==> src/rtl/corelet_ctrl_pkg.sv <==
// Shared definitions for the corelet tile sequencer.
//   state_t   : sequencer phases (3-bit encoding)
//   SRAM_LAT  : read latency of the activation/weight SRAM in cycles
//   flush_len : cycles needed for data to cross a row x col PE array
package corelet_ctrl_pkg;

  typedef enum logic [2:0] {
    IDLE = 3'd0,
    KW   = 3'd1,
    KL   = 3'd2,
    AW   = 3'd3,
    EX   = 3'd4,
    DR   = 3'd5,
    DONE = 3'd6
  } state_t;

  localparam int SRAM_LAT = 1;

  function automatic int flush_len(input int r, input int c);
    return r + c;
  endfunction

endpackage

==> src/rtl/corelet_ctrl_cnt.sv <==
// Loadable up-counter used for the sequencer's issue index, phase cycle
// count and psum index.
//   clk, reset   : clock, synchronous active-high reset
//   clr          : synchronous clear (priority over load/en)
//   load/load_val: parallel load
//   en           : count enable
//   tc_val/tc    : terminal-count compare value and flag (cnt == tc_val)
//   cnt          : current count
module ctrl_cnt
  import corelet_ctrl_pkg::*;
#(
  parameter int W = 7
) (
  input  logic         clk,
  input  logic         reset,
  input  logic         clr,
  input  logic         load,
  input  logic [W-1:0] load_val,
  input  logic         en,
  input  logic [W-1:0] tc_val,
  output logic [W-1:0] cnt,
  output logic         tc
);

  always_ff @(posedge clk) begin
    if (reset || clr) begin
      cnt <= '0;
    end else if (load) begin
      cnt <= load_val;
    end else if (en) begin
      cnt <= cnt + W'(1);
    end
  end

  assign tc = (cnt == tc_val);

endmodule

==> src/rtl/corelet_ctrl.sv <==
// Tile sequencer for one corelet: weight fetch into L0, weight load into the
// PE array, activation fetch, execute, then OFIFO drain through the SFP into
// psum SRAM. Every output is a register; the combinational block computes
// the value each output takes after the next clock edge.
//   clk, reset                 : clock, synchronous active-high reset
//   start, num_act             : tile request and activation count (1..l0_depth)
//   w_base, a_base, p_base     : weight, activation and psum base addresses
//   xmem_cen, xmem_addr        : activation/weight SRAM read port
//   l0_wr, l0_rd, l0_full      : L0 write/read strobes and full flag
//   load, execute              : corelet instructions
//   ofifo_valid, ofifo_rd      : OFIFO handshake
//   sfu_enable                 : SFP accumulate/ReLU enable
//   pmem_wen, pmem_addr        : psum SRAM write port
//   busy, done, err            : status (done/err are one-cycle pulses)
module corelet_ctrl
  import corelet_ctrl_pkg::*;
#(
  parameter int row      = 8,
  parameter int col      = 8,
  parameter int l0_depth = 64,
  parameter int addr_w   = 11,
  parameter int cnt_w    = 7
) (
  input  logic              clk,
  input  logic              reset,
  input  logic              start,
  input  logic [cnt_w-1:0]  num_act,
  input  logic [addr_w-1:0] w_base,
  input  logic [addr_w-1:0] a_base,
  input  logic [addr_w-1:0] p_base,
  output logic              xmem_cen,
  output logic [addr_w-1:0] xmem_addr,
  output logic              l0_wr,
  output logic              l0_rd,
  output logic              load,
  output logic              execute,
  input  logic              l0_full,
  input  logic              ofifo_valid,
  output logic              ofifo_rd,
  output logic              sfu_enable,
  output logic              pmem_wen,
  output logic [addr_w-1:0] pmem_addr,
  output logic              busy,
  output logic              done,
  output logic              err
);

  localparam int FLUSH = flush_len(row, col);
  // Phase counter must reach num_act + row + col - 1.
  localparam int PW = cnt_w + 1;

  state_t state, state_n;

  logic [cnt_w-1:0]  num_q;
  logic [addr_w-1:0] w_base_q, a_base_q, p_base_q;

  logic [cnt_w-1:0] i_cnt, i_tc_val;
  logic             i_clr, i_en, i_tc;
  logic [PW-1:0]    k_cnt, k_tc_val, k_act_len;
  logic             k_clr, k_en, k_tc;
  logic [cnt_w-1:0] j_cnt, j_tc_val;
  logic             j_clr, j_en, j_tc;

  logic              cen_n, rd_n, load_n, exec_n, ofrd_n, sfu_n, pwen_n;
  logic              busy_n, done_n, err_n, start_ok;
  logic [addr_w-1:0] addr_n, paddr_n, fbase;
  logic [SRAM_LAT-1:0] wr_sr;

  assign start_ok  = start && (num_act != '0) && (num_act <= cnt_w'(l0_depth));
  assign fbase     = (state == KW) ? w_base_q : a_base_q;

  // Issue index terminates at row in KW, at num_act in AW and DR (DR reuses
  // it to count OFIFO reads).
  assign i_tc_val  = (state == KW) ? cnt_w'(row) : num_q;
  assign k_act_len = (state == KL) ? PW'(row) : PW'(num_q);
  assign k_tc_val  = k_act_len + PW'(FLUSH) - PW'(1);
  assign j_tc_val  = num_q - cnt_w'(1);

  ctrl_cnt #(.W(cnt_w)) u_issue (
    .clk(clk), .reset(reset), .clr(i_clr), .load(1'b0), .load_val('0),
    .en(i_en), .tc_val(i_tc_val), .cnt(i_cnt), .tc(i_tc)
  );

  ctrl_cnt #(.W(PW)) u_phase (
    .clk(clk), .reset(reset), .clr(k_clr), .load(1'b0), .load_val('0),
    .en(k_en), .tc_val(k_tc_val), .cnt(k_cnt), .tc(k_tc)
  );

  ctrl_cnt #(.W(cnt_w)) u_psum (
    .clk(clk), .reset(reset), .clr(j_clr), .load(1'b0), .load_val('0),
    .en(j_en), .tc_val(j_tc_val), .cnt(j_cnt), .tc(j_tc)
  );

  always_comb begin
    state_n = state;
    i_clr   = 1'b0;
    i_en    = 1'b0;
    k_clr   = 1'b0;
    k_en    = 1'b0;
    j_clr   = 1'b0;
    j_en    = 1'b0;
    cen_n   = 1'b0;
    addr_n  = '0;
    rd_n    = 1'b0;
    load_n  = 1'b0;
    exec_n  = 1'b0;
    ofrd_n  = 1'b0;
    sfu_n   = 1'b0;
    pwen_n  = 1'b0;
    paddr_n = '0;
    busy_n  = (state != IDLE);
    done_n  = 1'b0;
    err_n   = 1'b0;

    case (state)
      IDLE: begin
        i_clr = 1'b1;
        k_clr = 1'b1;
        j_clr = 1'b1;
        if (start) begin
          if (start_ok) state_n = KW;
          else          err_n   = 1'b1;
        end
      end

      // The cycle after the last issue its l0_wr is on the wire, so moving
      // on here puts the first L0 read right after the last L0 write.
      KW, AW: begin
        if (i_tc) begin
          i_clr   = 1'b1;
          state_n = (state == KW) ? KL : EX;
        end else begin
          addr_n = fbase + addr_w'(i_cnt);
          if (!l0_full) begin
            cen_n = 1'b1;
            i_en  = 1'b1;
          end
        end
      end

      // Active cycles first, then row+col quiet cycles for array flush.
      KL, EX: begin
        k_en = 1'b1;
        if (k_cnt < k_act_len) begin
          rd_n   = 1'b1;
          load_n = (state == KL);
          exec_n = (state == EX);
        end
        if (k_tc) begin
          k_clr   = 1'b1;
          k_en    = 1'b0;
          state_n = (state == KL) ? AW : DR;
        end
      end

      // ofifo_rd -> sfu_enable -> pmem_wen, one register stage each.
      DR: begin
        if (!i_tc && ofifo_valid) begin
          ofrd_n = 1'b1;
          i_en   = 1'b1;
        end
        sfu_n  = ofifo_rd;
        pwen_n = sfu_enable;
        if (sfu_enable) begin
          paddr_n = p_base_q + addr_w'(j_cnt);
          j_en    = 1'b1;
          if (j_tc) state_n = DONE;
        end
      end

      DONE: begin
        done_n  = 1'b1;
        state_n = IDLE;
      end

      default: state_n = IDLE;
    endcase
  end

  always_ff @(posedge clk) begin
    if (reset) begin
      state      <= IDLE;
      xmem_cen   <= 1'b0;
      xmem_addr  <= '0;
      wr_sr      <= '0;
      l0_rd      <= 1'b0;
      load       <= 1'b0;
      execute    <= 1'b0;
      ofifo_rd   <= 1'b0;
      sfu_enable <= 1'b0;
      pmem_wen   <= 1'b0;
      pmem_addr  <= '0;
      busy       <= 1'b0;
      done       <= 1'b0;
      err        <= 1'b0;
    end else begin
      state      <= state_n;
      xmem_cen   <= cen_n;
      xmem_addr  <= addr_n;
      wr_sr      <= SRAM_LAT'({wr_sr, xmem_cen});
      l0_rd      <= rd_n;
      load       <= load_n;
      execute    <= exec_n;
      ofifo_rd   <= ofrd_n;
      sfu_enable <= sfu_n;
      pmem_wen   <= pwen_n;
      pmem_addr  <= paddr_n;
      busy       <= busy_n;
      done       <= done_n;
      err        <= err_n;
    end
  end

  // Read data lands SRAM_LAT cycles after xmem_cen; L0 write follows it.
  assign l0_wr = wr_sr[SRAM_LAT-1];

  // Tile parameters are captured only on an accepted start.
  always_ff @(posedge clk) begin
    if (state == IDLE && start_ok) begin
      num_q    <= num_act;
      w_base_q <= w_base;
      a_base_q <= a_base;
      p_base_q <= p_base;
    end
  end

endmodule

==> config.mk <==
export PLATFORM = sky130hd
export DESIGN_NAME = corelet_ctrl
export DESIGN_NICKNAME = d
export VERILOG_FILES = /design/src/rtl/corelet_ctrl_pkg.sv /design/src/rtl/corelet_ctrl_cnt.sv /design/src/rtl/corelet_ctrl.sv
export SDC_FILE = /design/constraint.sdc
export NUM_CORES = 1
export LEC_CHECK = 0
export ABC_AREA = 0
export BUFFER_PORTS_ARGS = -buffer_cell sky130_fd_sc_hd__buf_2
export CAP_MARGIN = 5
export CELL_PAD_IN_SITES_DETAIL_PLACEMENT = 1
export CELL_PAD_IN_SITES_GLOBAL_PLACEMENT = 1
export CORE_MARGIN = 2
export CORE_UTILIZATION = 40
export CTS_CLUSTER_SIZE = 14
export DETAILED_ROUTE_END_ITERATION = 8
export PLACE_DENSITY_LB_ADDON = 0.15
export SYNTH_ARGS = -nofsm -noshare
export SYNTH_HDL_FRONTEND = slang
export SYNTH_SLANG_ARGS = --single-unit
export TNS_END_PERCENT = 5
==> constraint.sdc <==
create_clock -name clk -period 2.9 [get_ports clk]
set_input_delay 0.435 -clock clk [delete_from_list [all_inputs] [get_ports clk]]
set_output_delay 0.435 -clock clk [all_outputs]
set_load 0.01 [all_outputs]
==> impl_metrics.env <==
export IMPL_regArea_um2=2370
export IMPL_fin_area_um2=6000
export IMPL_setup_tns_ns=0
export IMPL_hp_class="in -> reg"
export IMPL_clk_pin_slew_ns=0.07
export IMPL_yosys_warnings=0
export IMPL_overflow=0
export IMPL_drive_gt1_frac=0.233
export IMPL_synthCells=496
export IMPL_cp_start_kind="flip-flop"
export IMPL_crit_chain="nor3b_4, mux2_2, ha_1, fa_1, a21o_1, a21o_1, a21oi_2, o21ai_0, nand3_1, xnor2_1, nor2_1"
export IMPL_cp_top_family="compound AO/OA/AOI/OAI gates"
export IMPL_sequentialPowerShare=0.417
export IMPL_layout_commonest_cell="buf_2"
export IMPL_arrival_ns=2.98
export IMPL_drv_cap=0
export IMPL_rsz0062_at_grt="false"
export IMPL_vias=3952
export IMPL_start_util=0.412
export IMPL_coreArea_um2=12100
export IMPL_cts_root_buf="clkbuf_16"
export IMPL_numClockSinks=98
export IMPL_die_area_um2=13400
export IMPL_p_sw_frac=0.298
export IMPL_gp_congestion=0.758
export IMPL_hold_buffers=0
export IMPL_endpoint_kind="flip-flop"
export IMPL_dp_cells=734
export IMPL_vias_per_cell=5.26
export IMPL_fmaxAchievable_mhz=364
export IMPL_drc=0
export IMPL_synth_main_ff_cell="dfxtp_1"
export IMPL_synth_edf_count=40
export IMPL_report_final_hold_viol_count=0
export IMPL_syn_area_um2=4990
export IMPL_slew_violations=0
export IMPL_fin_util=0.495
export IMPL_period_share=0.946
export IMPL_synth_cell_types=63
export IMPL_yosysSeqAreaShare=0.474
export IMPL_grt_busiest_layer="met2"
export IMPL_dp_slack_ns=0.0155
export IMPL_die_h_um=116
export IMPL_cts_made_buffers=9
export IMPL_grt_pass1_wl_um=20400
export IMPL_rows=40
export IMPL_status="finished, final reports clean"
export IMPL_placed_area_um2=5620
export IMPL_power_switching_mw=1.17
export IMPL_gr_usage_met3=0.0502
export IMPL_cp_required_ns=3.13
export IMPL_slowest_stage="fa_1"
export IMPL_p_total_mw=3.92
export IMPL_maxSlewHeadroom=0.641
export IMPL_peakVddDrop_mv=0.325
export IMPL_postRouteWirelength_um=12300
export IMPL_cts_max_level=3
export IMPL_grt_start_max_net_pins=35
export IMPL_power_density_nw_per_um2=655
export IMPL_slowest_delay_ns=0.41
export IMPL_die_width_um=116
export IMPL_antenna_found_initial=0
export IMPL_ios=78
export IMPL_skew_ns=0.00740
export IMPL_clock_power_share=0.329
export IMPL_cp_buffers_inverters=0
export IMPL_finalWorstSetupSlack_ns=0.155
export IMPL_routedWlPerCell_um=16.3
export IMPL_critPathMostFrequentCell="a21o_1"
export IMPL_stdcell_count=752
export IMPL_final_cell_mix="buf_2 (77), dfxtp_1 (56), nor2_1 (41)"
export IMPL_synth_nets=568
export IMPL_fillers=1401
export IMPL_initialDrtViolationCount=145
export IMPL_comb_power_share=0.254
export IMPL_cts_tree="done"
export IMPL_grt_use_met2=0.325
export IMPL_dr_pass1_iters=4
export IMPL_finalCriticalPeriod_ns=2.74
export IMPL_p_leak_nw=2.45
export IMPL_setup_violations=0
export IMPL_ys_ff_latch=98
export IMPL_worstPathMaxFanout=6
export IMPL_multiInputGateArea_um2=2490
export IMPL_whs_ns=0.252
export IMPL_diodes=0
export IMPL_syn_mean_instance_area_um2=10.1
export IMPL_grtUsageMet1=0.247
export IMPL_clock_path_buffers=2
export IMPL_grtUsageTotal=0.196
export IMPL_areaGrowthSynthToFinish_pct=20.3
export IMPL_critical_path_class="reg -> reg"
export IMPL_ys_async_sr_fraction=0
export IMPL_ant_nets=0
export IMPL_dp_hpwl_um=9110
export IMPL_first_global_vias=4141
export IMPL_nNetsFinal=651
export IMPL_clock_latency_ns=0.36
export IMPL_p_int_mw=2.75
export IMPL_portBuffers=77
export IMPL_worst_slew_pin_slew_ns=0.538
-- state kept, by name, summed over array words and instances (netlist names), 3 cells and up --
name         count
num_q            7
a_base_q        11
u_psum.cnt       7
w_base_q        11
state            3
u_issue.cnt      7
p_base_q        11
u_phase.cnt      8
xmem_addr       11
pmem_addr       11
-- worst paths after layout --
path            start       endpoint  slack (ns)  cells after the start
min reg2reg  xmem_cen          l0_wr        0.46                      1
max          state[1]  xmem_addr[10]        0.16                     11
min           l0_full       xmem_cen        0.25                      2
max reg2reg  state[1]  xmem_addr[10]        0.16                     11
-- routing by layer --
| layer | vias to the layer above | part of all wire | routed length, um |
|---|---|---|---|
| li1 | 1940 | - | - |
| met1 | 1924 | 0.46 | 5690 |
| met2 | 72 | 0.47 | 5760 |
| met3 | 16 | 0.045 | 553 |
| met4 | 0 | 0.021 | 256 |
| met5 | - | 0 | 0 |
-- worst reg2reg max path: stages, from the launching register on --
cell and delay [ns]:
dfxtp_4 0.37, nor3b_4 0.24, mux2_2 0.37, ha_1 0.22, fa_1 0.41, a21o_1 0.17, a21o_1 0.21, a21oi_2 0.17
o21ai_0 0.15, nand3_1 0.14, xnor2_1 0.13, nor2_1 0.05
-- cells in the mapped netlist (3+ instances only) --
| cell type | count | share of area |
|---|---|---|
| nor2b_1 | 17 | 0.021 |
| buf_2 | 6 | 0.0060 |
| inv_1 | 20 | 0.015 |
| o21ai_0 | 17 | 0.017 |
| xor2_1 | 12 | 0.021 |
| o21a_1 | 4 | 0.0060 |
| or4_1 | 4 | 0.0060 |
| ha_1 | 25 | 0.063 |
| nand2b_1 | 4 | 0.0050 |
| nand2_1 | 34 | 0.026 |
| or2_2 | 4 | 0.0050 |
| and3b_1 | 3 | 0.0053 |
| mux2_2 | 8 | 0.018 |
| nor3b_1 | 4 | 0.0060 |
| or3_1 | 4 | 0.0050 |
| mux2i_1 | 8 | 0.016 |
| clkbuf_1 | 16 | 0.012 |
| and3_1 | 10 | 0.013 |
| nand4_1 | 5 | 0.0063 |
| edfxtp_1 | 40 | 0.24 |
| nor3_1 | 17 | 0.017 |
| a21o_1 | 6 | 0.0090 |
| nor4bb_1 | 3 | 0.0060 |
| nor2_1 | 41 | 0.031 |
| and2_1 | 4 | 0.0050 |
| nand3_1 | 19 | 0.019 |
| a31oi_1 | 8 | 0.010 |
| xnor2_1 | 27 | 0.047 |
| o32ai_1 | 3 | 0.0053 |
| a21oi_1 | 24 | 0.024 |
| dfxtp_1 | 58 | 0.23 |
-- cell type report --
class / instances / area share
Multi-Input combinational cell: 354 / 0.415
Sequential cell: 98 / 0.395
Timing Repair Buffer: 96 / 0.0902
Clock buffer: 9 / 0.0376
Tap cell: 168 / 0.0351
Clock inverter: 7 / 0.0152
Inverter: 20 / 0.0125
-- cells by family after synthesis --
| logic type | synth area share |
|---|---|
| mux | 0.0341 |
| simple gates | 0.199 |
| flops | 0.474 |
| xor+xnor | 0.0685 |
| buf+inv | 0.0361 |
| fa+ha+maj | 0.0708 |
| compound gates | 0.117 |
-- repair_timing --
| action | CTS | global route |
|---|---|---|
| endpoints found under the hold margin | 0 | 0 |
| resized for setup | 1 | 9 |
| setup buffers | 0 | 2 |
| setup endpoints to repair | 2 | 16 |
| pin swaps | 0 | 3 |
-- power by group through the flow --
stage	combinational [mW]	sequential, mW	clock [mW]
after floorplan	0.662	1.64	0
after global placement	0.918	1.66	0
after detailed placement	0.953	1.66	0
after CTS	0.972	1.63	1.33
after global routing	1.11	1.65	1.39
final	0.997	1.64	1.29
Power figures use the tool's default switching activity.
